==> src/rtl/audio_mixer.sv <==
// Stereo mixer: latches CHANNELS 8-bit sources on strobe, pans and sums them one per clock, then scales to signed 16-bit.
// Defining MIXER_DCBLOCK_EN inserts a one-clock DC-blocking filter stage (latency CHANNELS+2 instead of CHANNELS+1).
module audio_mixer #(
  parameter int CHANNELS = 4,
  parameter int SHIFT    = 6
) (
  input  logic                  clock,
  input  logic                  reset,
  input  logic                  strobe,
  input  logic [CHANNELS*8-1:0] ch,
  input  logic [CHANNELS*2-1:0] pan,
  output logic [15:0]           ldata,
  output logic [15:0]           rdata,
  output logic                  valid,
  output logic                  busy
);
  localparam int AW = 8 + $clog2(CHANNELS);
  localparam int IW = (CHANNELS > 1) ? $clog2(CHANNELS) : 1;
  localparam logic [IW-1:0] LAST = IW'(CHANNELS - 1);

  typedef enum logic [1:0] {IDLE, ACC, FILT, OUT} state_t;
  state_t state_q, state_d;

  logic [IW-1:0]         idx;
  logic [AW-1:0]         acc_l, acc_r;
  logic [CHANNELS*8-1:0] ch_sh;
  logic [CHANNELS*2-1:0] pan_sh;
  logic [7:0]            ch_sel;
  logic [AW-1:0]         add_l, add_r;
  logic [15:0]           conv_l, conv_r;

  // Scale, saturate anything beyond 16 unsigned bits, then flip the MSB to re-centre.
  function automatic logic [15:0] convert(input logic [AW-1:0] a);
    logic [31:0] s;
    s = 32'(a) << SHIFT;
    if (s > 32'd65535) return 16'h7FFF;
    return s[15:0] ^ 16'h8000;
  endfunction

  always_comb begin
    ch_sel = ch_sh[8*idx +: 8];
    add_l  = pan_sh[2*idx]   ? AW'(ch_sel) : '0;
    add_r  = pan_sh[2*idx+1] ? AW'(ch_sel) : '0;
    conv_l = convert(acc_l);
    conv_r = convert(acc_r);
  end

  always_ff @(posedge clock or negedge reset) begin
    if (!reset) state_q <= IDLE;
    else        state_q <= state_d;
  end

  always_comb begin
    state_d = state_q;
    case (state_q)
      IDLE: if (strobe) state_d = ACC;
      ACC: begin
        if (idx == LAST) begin
`ifdef MIXER_DCBLOCK_EN
          state_d = FILT;
`else
          state_d = OUT;
`endif
        end
      end
      FILT:    state_d = OUT;
      OUT:     state_d = IDLE;
      default: state_d = IDLE;
    endcase
  end

`ifdef MIXER_DCBLOCK_EN
  logic signed [15:0] xp_l, xp_r, yp_l, yp_r;

  // y = x - x_prev + y_prev - y_prev/1024, evaluated at 18 bits and saturated back to 16.
  function automatic logic signed [15:0] dcblock(input logic signed [15:0] x,
                                                 input logic signed [15:0] xp,
                                                 input logic signed [15:0] yp);
    logic signed [15:0] yd;
    logic signed [17:0] y;
    yd = yp >>> 10;
    y  = {{2{x[15]}}, x} - {{2{xp[15]}}, xp} + {{2{yp[15]}}, yp} - {{2{yd[15]}}, yd};
    if (y > 18'sd32767)  return 16'sh7FFF;
    if (y < -18'sd32768) return 16'sh8000;
    return y[15:0];
  endfunction

  always_ff @(posedge clock or negedge reset) begin
    if (!reset) begin
      xp_l <= '0;
      xp_r <= '0;
      yp_l <= '0;
      yp_r <= '0;
    end else if (state_q == FILT) begin
      xp_l <= conv_l;
      xp_r <= conv_r;
      yp_l <= dcblock(conv_l, xp_l, yp_l);
      yp_r <= dcblock(conv_r, xp_r, yp_r);
    end
  end
`endif

  always_ff @(posedge clock or negedge reset) begin
    if (!reset) begin
      idx    <= '0;
      acc_l  <= '0;
      acc_r  <= '0;
      ch_sh  <= '0;
      pan_sh <= '0;
      ldata  <= '0;
      rdata  <= '0;
      valid  <= 1'b0;
      busy   <= 1'b0;
    end else begin
      valid <= 1'b0;
      case (state_q)
        IDLE: begin
          if (strobe) begin
            ch_sh  <= ch;
            pan_sh <= pan;
            acc_l  <= '0;
            acc_r  <= '0;
            idx    <= '0;
            busy   <= 1'b1;
          end
        end
        ACC: begin
          acc_l <= acc_l + add_l;
          acc_r <= acc_r + add_r;
          idx   <= idx + 1'b1;
        end
        OUT: begin
`ifdef MIXER_DCBLOCK_EN
          ldata <= yp_l;
          rdata <= yp_r;
`else
          ldata <= conv_l;
          rdata <= conv_r;
`endif
          valid <= 1'b1;
          busy  <= 1'b0;
        end
        default: ;
      endcase
    end
  end
endmodule

==> config.mk <==
export PLATFORM = sky130hd
export DESIGN_NAME = audio_mixer
export DESIGN_NICKNAME = d
export VERILOG_FILES = /design/src/rtl/audio_mixer.sv
export SDC_FILE = /design/constraint.sdc
export NUM_CORES = 1
export LEC_CHECK = 0
export BUFFER_PORTS_ARGS = -buffer_cell sky130_fd_sc_hd__buf_2
export CORE_UTILIZATION = 53
export CTS_BUF_LIST = sky130_fd_sc_hd__clkbuf_8
export DETAILED_ROUTE_END_ITERATION = 7
export GPL_TIMING_DRIVEN = 0
export HOLD_SLACK_MARGIN = 0.08
export PLACE_DENSITY = 0.83
export SKIP_CTS_REPAIR_TIMING = 1
export SYNTH_ARGS = -nofsm -noshare
export SYNTH_HDL_FRONTEND = slang
export SYNTH_SLANG_ARGS = --single-unit
==> constraint.sdc <==
create_clock -name clock -period 2.7 [get_ports clock]
set_input_delay 0.675 -clock clock [delete_from_list [all_inputs] [get_ports clock]]
set_output_delay 0.675 -clock clock [all_outputs]
set_load 0.01 [all_outputs]
# Yosys cells after proc, flatten, opt, wreduce, memory -nomap -nowiden

Index checks and enable logic that the tools add are counted.
Widths: inputs -> output; s select.

Word-level logic and storage cells: 57
Latch bits: 0
ROM bits: 0
Memories: 0
Output and inout bits: 34
Bits in writable memories: 0
Register bits after elaboration: 98

$mul: 0
Divide/modulo/power cells: 0
Reduce and logical (&&, ||, !) cells: 7
Multiplexer cells: 23
Bitwise operators: 2
Shift-type cells: 1
Eq/ne operators: 6
$lt $le $gt $ge: 4
$add $sub $neg: 4

Operators with widths:

| kind                 | count |
|---|---|
| $mux 16              | 4 |
| $pmux 10 s2          | 2 |
| $gt 16x16->1 const B | 2 |
| $shiftx 32x6->8      | 1 |
| $add 10x8->10        | 2 |
| $mux 8               | 2 |
| $mux 10              | 1 |
| $pmux 2 s4           | 1 |
| $reduce_and 2->1     | 4 |
| $eq 2x2->1 const B   | 3 |
| $mux 1               | 6 |
| $mux 2               | 3 |
| $add 3x1->4 const B  | 1 |
| $lt 3x4->1 const B   | 1 |
| $lt 4x4->1 const B   | 1 |
| $ne 2x2->1 const B   | 2 |
| $pmux 2 s2           | 1 |
| $reduce_bool 2->1    | 2 |
| $bmux 1 s3           | 1 |
| $add 2x1->2 const B  | 1 |
| $bmux 1 s2           | 1 |
| $eq 2x1->1 const B   | 1 |
| $logic_not 2->1      | 1 |
| $not 1->1            | 2 |
| $pmux 1 s2           | 1 |

# Depth between registers and ports, before layout

Depth in word-level cells: 6
Gate-level depth with buffers: 11
Mapped depth without buffers: 10

# Worst setup path before layout

No wires, ideal clock.

Path type: reg2reg
Start point: register idx[0]
End point: register acc_l[8]
Arrival: 2.674 ns
Library setup time: 0.125 ns
Period minus slack after synthesis: 2.799 ns
Cell stages (with the launch flop): 12
Slack: -0.099 ns
Buffers on the path: 1
Cells stage by stage: dfrtp_1 > buf_4 > mux4_2 > and2_1 > ha_1 > inv_1 > fa_1 > nand2b_1 > a21oi_1 > o21a_1 > o41ai_2 > mux2_4

Cells in the longest elaborated chain, start to end: 5
Elaborated cells between the ends (all ways): 6
Classes of those cells: add/sub: 1; shift: 1; mux: 4

Ends and longest elaborated chain:

| what                                                                    | line | source |
|---|---|---|
| start, declared                                                         | 24   | `logic [IW-1:0] idx;` |
| start signal, assigned                                                  | 130  | `idx <= idx + 1'b1;` |
| parallel branches: the longest is 2 deep, another holds $shiftx 32x6->8 | n/a  |  |
| $mux 8 *                                                                | 42   | `add_l = pan_sh[2*idx] ? AW'(ch_sel) : '0;` |
| $add 10x8->10 *                                                         | 128  | `acc_l <= acc_l + add_l;` |
| $pmux 10 s2 *                                                           | 116  | `case (state_q)` |
| end signal, assigned                                                    | 128  |  |
| end, declared                                                           | 25   | `logic [AW-1:0] acc_l, acc_r;` |

Every way passes the cells marked *. The select of a mux whose other input is x is not followed.
A chain may end at the register's enable or synchronous reset.

# Worst setup path in the final report

Start point: register idx[0]
End point: register acc_r[9]

Cells in the longest elaborated chain, start to end: 6
Elaborated cells between the ends (all ways): 7
Classes of those cells: add/sub: 2; shift: 1; mux: 4

Ends and longest elaborated chain:

| what                         | line | source |
|---|---|---|
| $add 3x1->4                  | 43   | `add_r = pan_sh[2*idx+1] ? AW'(ch_sel) : '0;` |
| $bmux 1 s3                   | 43   |  |
| $mux 1 (implied by the code) | 43   |  |
| $mux 8 *                     | 43   |  |
| $add 10x8->10 *              | 129  | `acc_r <= acc_r + add_r;` |
| $pmux 10 s2 *                | 116  |  |
| end signal, assigned         | 129  |  |
| end, declared                | 25   |  |

Mark *: on every way between the ends. The rest lies on a longest branch, timed or not. The select of a mux whose other input is x is not followed.

==> impl_metrics.csv <==
group,metric,value,unit
status,status,"complete, but fails checks",
status,violations,"setup timing",
worst_setup_path,start_kind,"flop",
route,first_pass_iters,4,
yosys,synth_fa_ha_area_frac,0.06811,
grt,gr-usage-met3,0.03659,
pwr,p_sw,2754,uW
timing,timing.slew.headroom,0.5841,
clocking,cts_made_buffers,9,
clocking,htreeDepth,3,
grt,grt_pass1_vias,3079,
yosys,synthCells,350,
place,io_buffer_count,64,
pwr,p_leak,0.002565,uW
pwr,pwr-share-seq,0.315,
die,chipWidth,93.59,um
route,drt-total-wl,8.880,mm
die,dieHeight,93.59,um
yosys,yosysSeqAreaShare,0.4841,
yosys,synth.distinct_cells,42,
yosys,yosysMostFrequentCell,"dfrtp_1",
yosys,synth_top_family_by_area,"multiplexers",
yosys,async_flop_share,1.000,
layout,fin_util,0.6524,
run,cap_violations,0,
timing,finalWorstPathRequiredPeriod,2.877,ns
pwr,switching_share,0.3838,
route,antenna_left,0,
clocking,worstSkewPairLatency,0.37,ns
route,drt-vias-per-instance,5.453,
grt,track_usage,0.2229,
yosys,avgSynthCellArea,12.70,um2
layout,layout-drive-gt1-share,0.4474,
worst_setup_path,r2r_cells,10,
worst_setup_path,cp.required,2.95,ns
pwr,p_int,4422,uW
timing,fin_ws,-0.1768,ns
yosys,synthSimpleGateAreaFrac,0.06896,
layout,areaGrowthSynthToFinish,19.98,%
worst_setup_path,cp_max_fo,6,
pwr,max-vdd-ir-drop,0.0007166,V
yosys,synth.area.mux_share,0.2125,
worst_setup_path,timing.rr.end,"acc_r[9]",
clocking,clock_path_buffers,2,
clocking,cts_tree,"yes",
place,place_hpwl,6.546,mm
worst_setup_path,rrSetupSlack,-0.18,ns
grt,top_usage_layer,"met2",
yosys,synth_top_flop_cell,"dfrtp_1",
yosys,synth_top_cells_by_count,"86 x dfrtp_1, 58 x mux2_2, 21 x ha_1",
timing,clock_skew,0.009956,ns
timing,finalHoldViolations,0,
clocking,clk_pin_slew,0.09,ns
yosys,synth_edf_count,0,
grt,grt_use_met1,0.2863,
place,globalplace.congestion,0.8723,
timing,slew_violations,0,
grt,grt_overflow,0,
place,dp_slack,-0.5090,ns
yosys,ys_seq_elements,86,
yosys,synthXorXnorAreaFrac,0.007881,
grt,met2_usage,0.3768,
grt,grt_pass1_wl,14.75,mm
clocking,cts-root-buf,"clkbuf_8",
die,die-area,8758,um2
pwr,p_comb_frac,0.542,
pwr,power_frac_clock,0.144,
timing,rsz0062_at_grt,"true",
grt,antenna_found_initial,0,
die,start_util,0.5438,
yosys,yosysTopAreaCell,"dfrtp_1",
yosys,synth_area_leaders,"dfrtp_1 48%, mux2_2 15%, ha_1 5.9%, mux4_2 5.1%, buf_4 2.2%",
timing,fmax,347.6,MHz
die,ios,77,
layout,finalNetCount,508,
worst_setup_path,crit_arrival,3.13,ns
clocking,clock-sinks,86,
timing,min_period_over_period,1.065,
worst_setup_path,r2r-start,"idx[0]",
grt,grt_max_degree,53,
worst_setup_path,worstSetupPathType,"reg2reg",
yosys,synth_top_area_frac,0.4841,
yosys,synth_area,4446,um2
route,drc,0,
worst_setup_path,crit_path_end_kind,"flop",
min_path,hp-class,"in2async",
die,rows,33,
die,core_area,8175,um2
pwr,power_density,1345,nW/um2
route,wl_per_cell,16.09,um
timing,setup_viol,6,
timing,worstMarginPinSlew,0.6239,ns
layout,diodes,0,
timing,tns,-0.8133,ns
yosys,synth_compound_area_frac,0.1120,
route,first_iter_violations,109,
yosys,synth_warnings,0,
route,dr_total_vias,3010,
[state kept, by name (all words and copies together) (netlist names)]
| register | cells |
|---|---|
| acc_l | 10 |
| acc_r | 10 |
| busy | 1 |
| ch_sh | 32 |
| idx | 2 |
| ldata | 10 |
| pan_sh | 8 |
| rdata | 10 |
| state_q | 2 |
| valid | 1 |
[layout make-up]
class	instances	area, um2
buffer	23	166.4
tap	105	131.4
fill	649	2841
clock inverter	6	92.59
inverter	14	52.55
clock buffer	10	137.6
timing repair buffer	70	391.6
multi-input combinational	238	2208
sequential	86	2153
[how the worst max path moves through the flow]
stage                      start  endpoint  slack, ns  cells after the start
after global placement    idx[1]  acc_r[8]      -0.41                     11
after detailed placement  idx[1]  acc_r[8]      -0.51                     11
after CTS                 idx[1]  acc_r[8]      -0.54                     11
after floorplan           idx[0]  acc_l[8]      -0.02                     11
final                     idx[0]  acc_r[9]      -0.18                     10
after global routing      idx[0]  acc_l[8]      -0.26                     11
[power by group through the flow]
| stage | registers (uW) | clock network (uW) | logic [uW] |
|---|---|---|---|
| finish | 2260 | 1030 | 3890 |
| global placement | 2240 | 0 | 3440 |
| global route | 2340 | 1090 | 4280 |
| CTS | 2250 | 1050 | 3650 |
| floorplan | 2230 | 0 | 2750 |
| detailed placement | 2280 | 0 | 3620 |
[cells in the final DEF (no fill, tap or decap), types with 4 or more instances in the layout]
cell / Yosys / layout
xor2_1: 4 / 4
a21oi_1: 8 / 6
nand2_1: 18 / 18
o21ai_1: 5 / 6
clkbuf_8: 0 / 10
buf_2: 6 / 69
mux4_2: 10 / 10
nor2_1: 8 / 8
buf_4: 13 / 17
conb_1: 1 / 12
and2_1: 15 / 14
a21o_1: 4 / 4
a22o_1: 5 / 5
a32o_1: 4 / 4
inv_1: 14 / 13
ha_1: 21 / 17
nand2b_1: 9 / 7
mux2_2: 58 / 58
o21ai_0: 16 / 15
dfrtp_1: 86 / 85
o21a_1: 6 / 6
mux2i_1: 4 / 4
[per-layer routing]
layer | part of all wire | routed length, um | up-vias
li1 | - | - | 1437
met1 | 0.45 | 4009 | 1481
met2 | 0.49 | 4357 | 78
met3 | 0.042 | 375 | 14
met4 | 0.016 | 138 | 0
met5 | 0 | 0 | -
[critical path: stages, from the launching register on]
cell,delay [ns]
dfrtp_2,0.41
buf_6,0.12
mux4_2,0.57
buf_4,0.18
and2_1,0.13
ha_1,0.34
a21o_1,0.23
a221o_1,0.35
a31oi_1,0.23
or4_1,0.15
nand2_1,0.05
[cells by family (layout without fill, tap and decap cells)]
| logic type | after synthesis | count (layout) |
|---|---|---|
| XOR/XNOR | 4 | 4 |
| multiplexers | 74 | 74 |
| flip-flops | 86 | 86 |
| AO/OA/AOI/OAI | 66 | 66 |
| buffers and inverters | 37 | 123 |
| AND/OR/NAND/NOR | 59 | 59 |
| adder cells (fa/ha/maj) | 23 | 23 |
| other | 1 | 12 |
[metrics by stage]
stage	hold slack (ns)	instance area, um2	total power (uW)	instances
final	0.2527	5334	7175	552
after global routing	0.2978	5334	7710	552
after CTS	0.2663	5223	6942	547
after detailed placement	0.4773	4992	5898	531
after global placement	0.4653	4962	5682	530
after floorplan	0.3794	4511	4978	361
No activity file was read; power rests on OpenSTA's default activity.
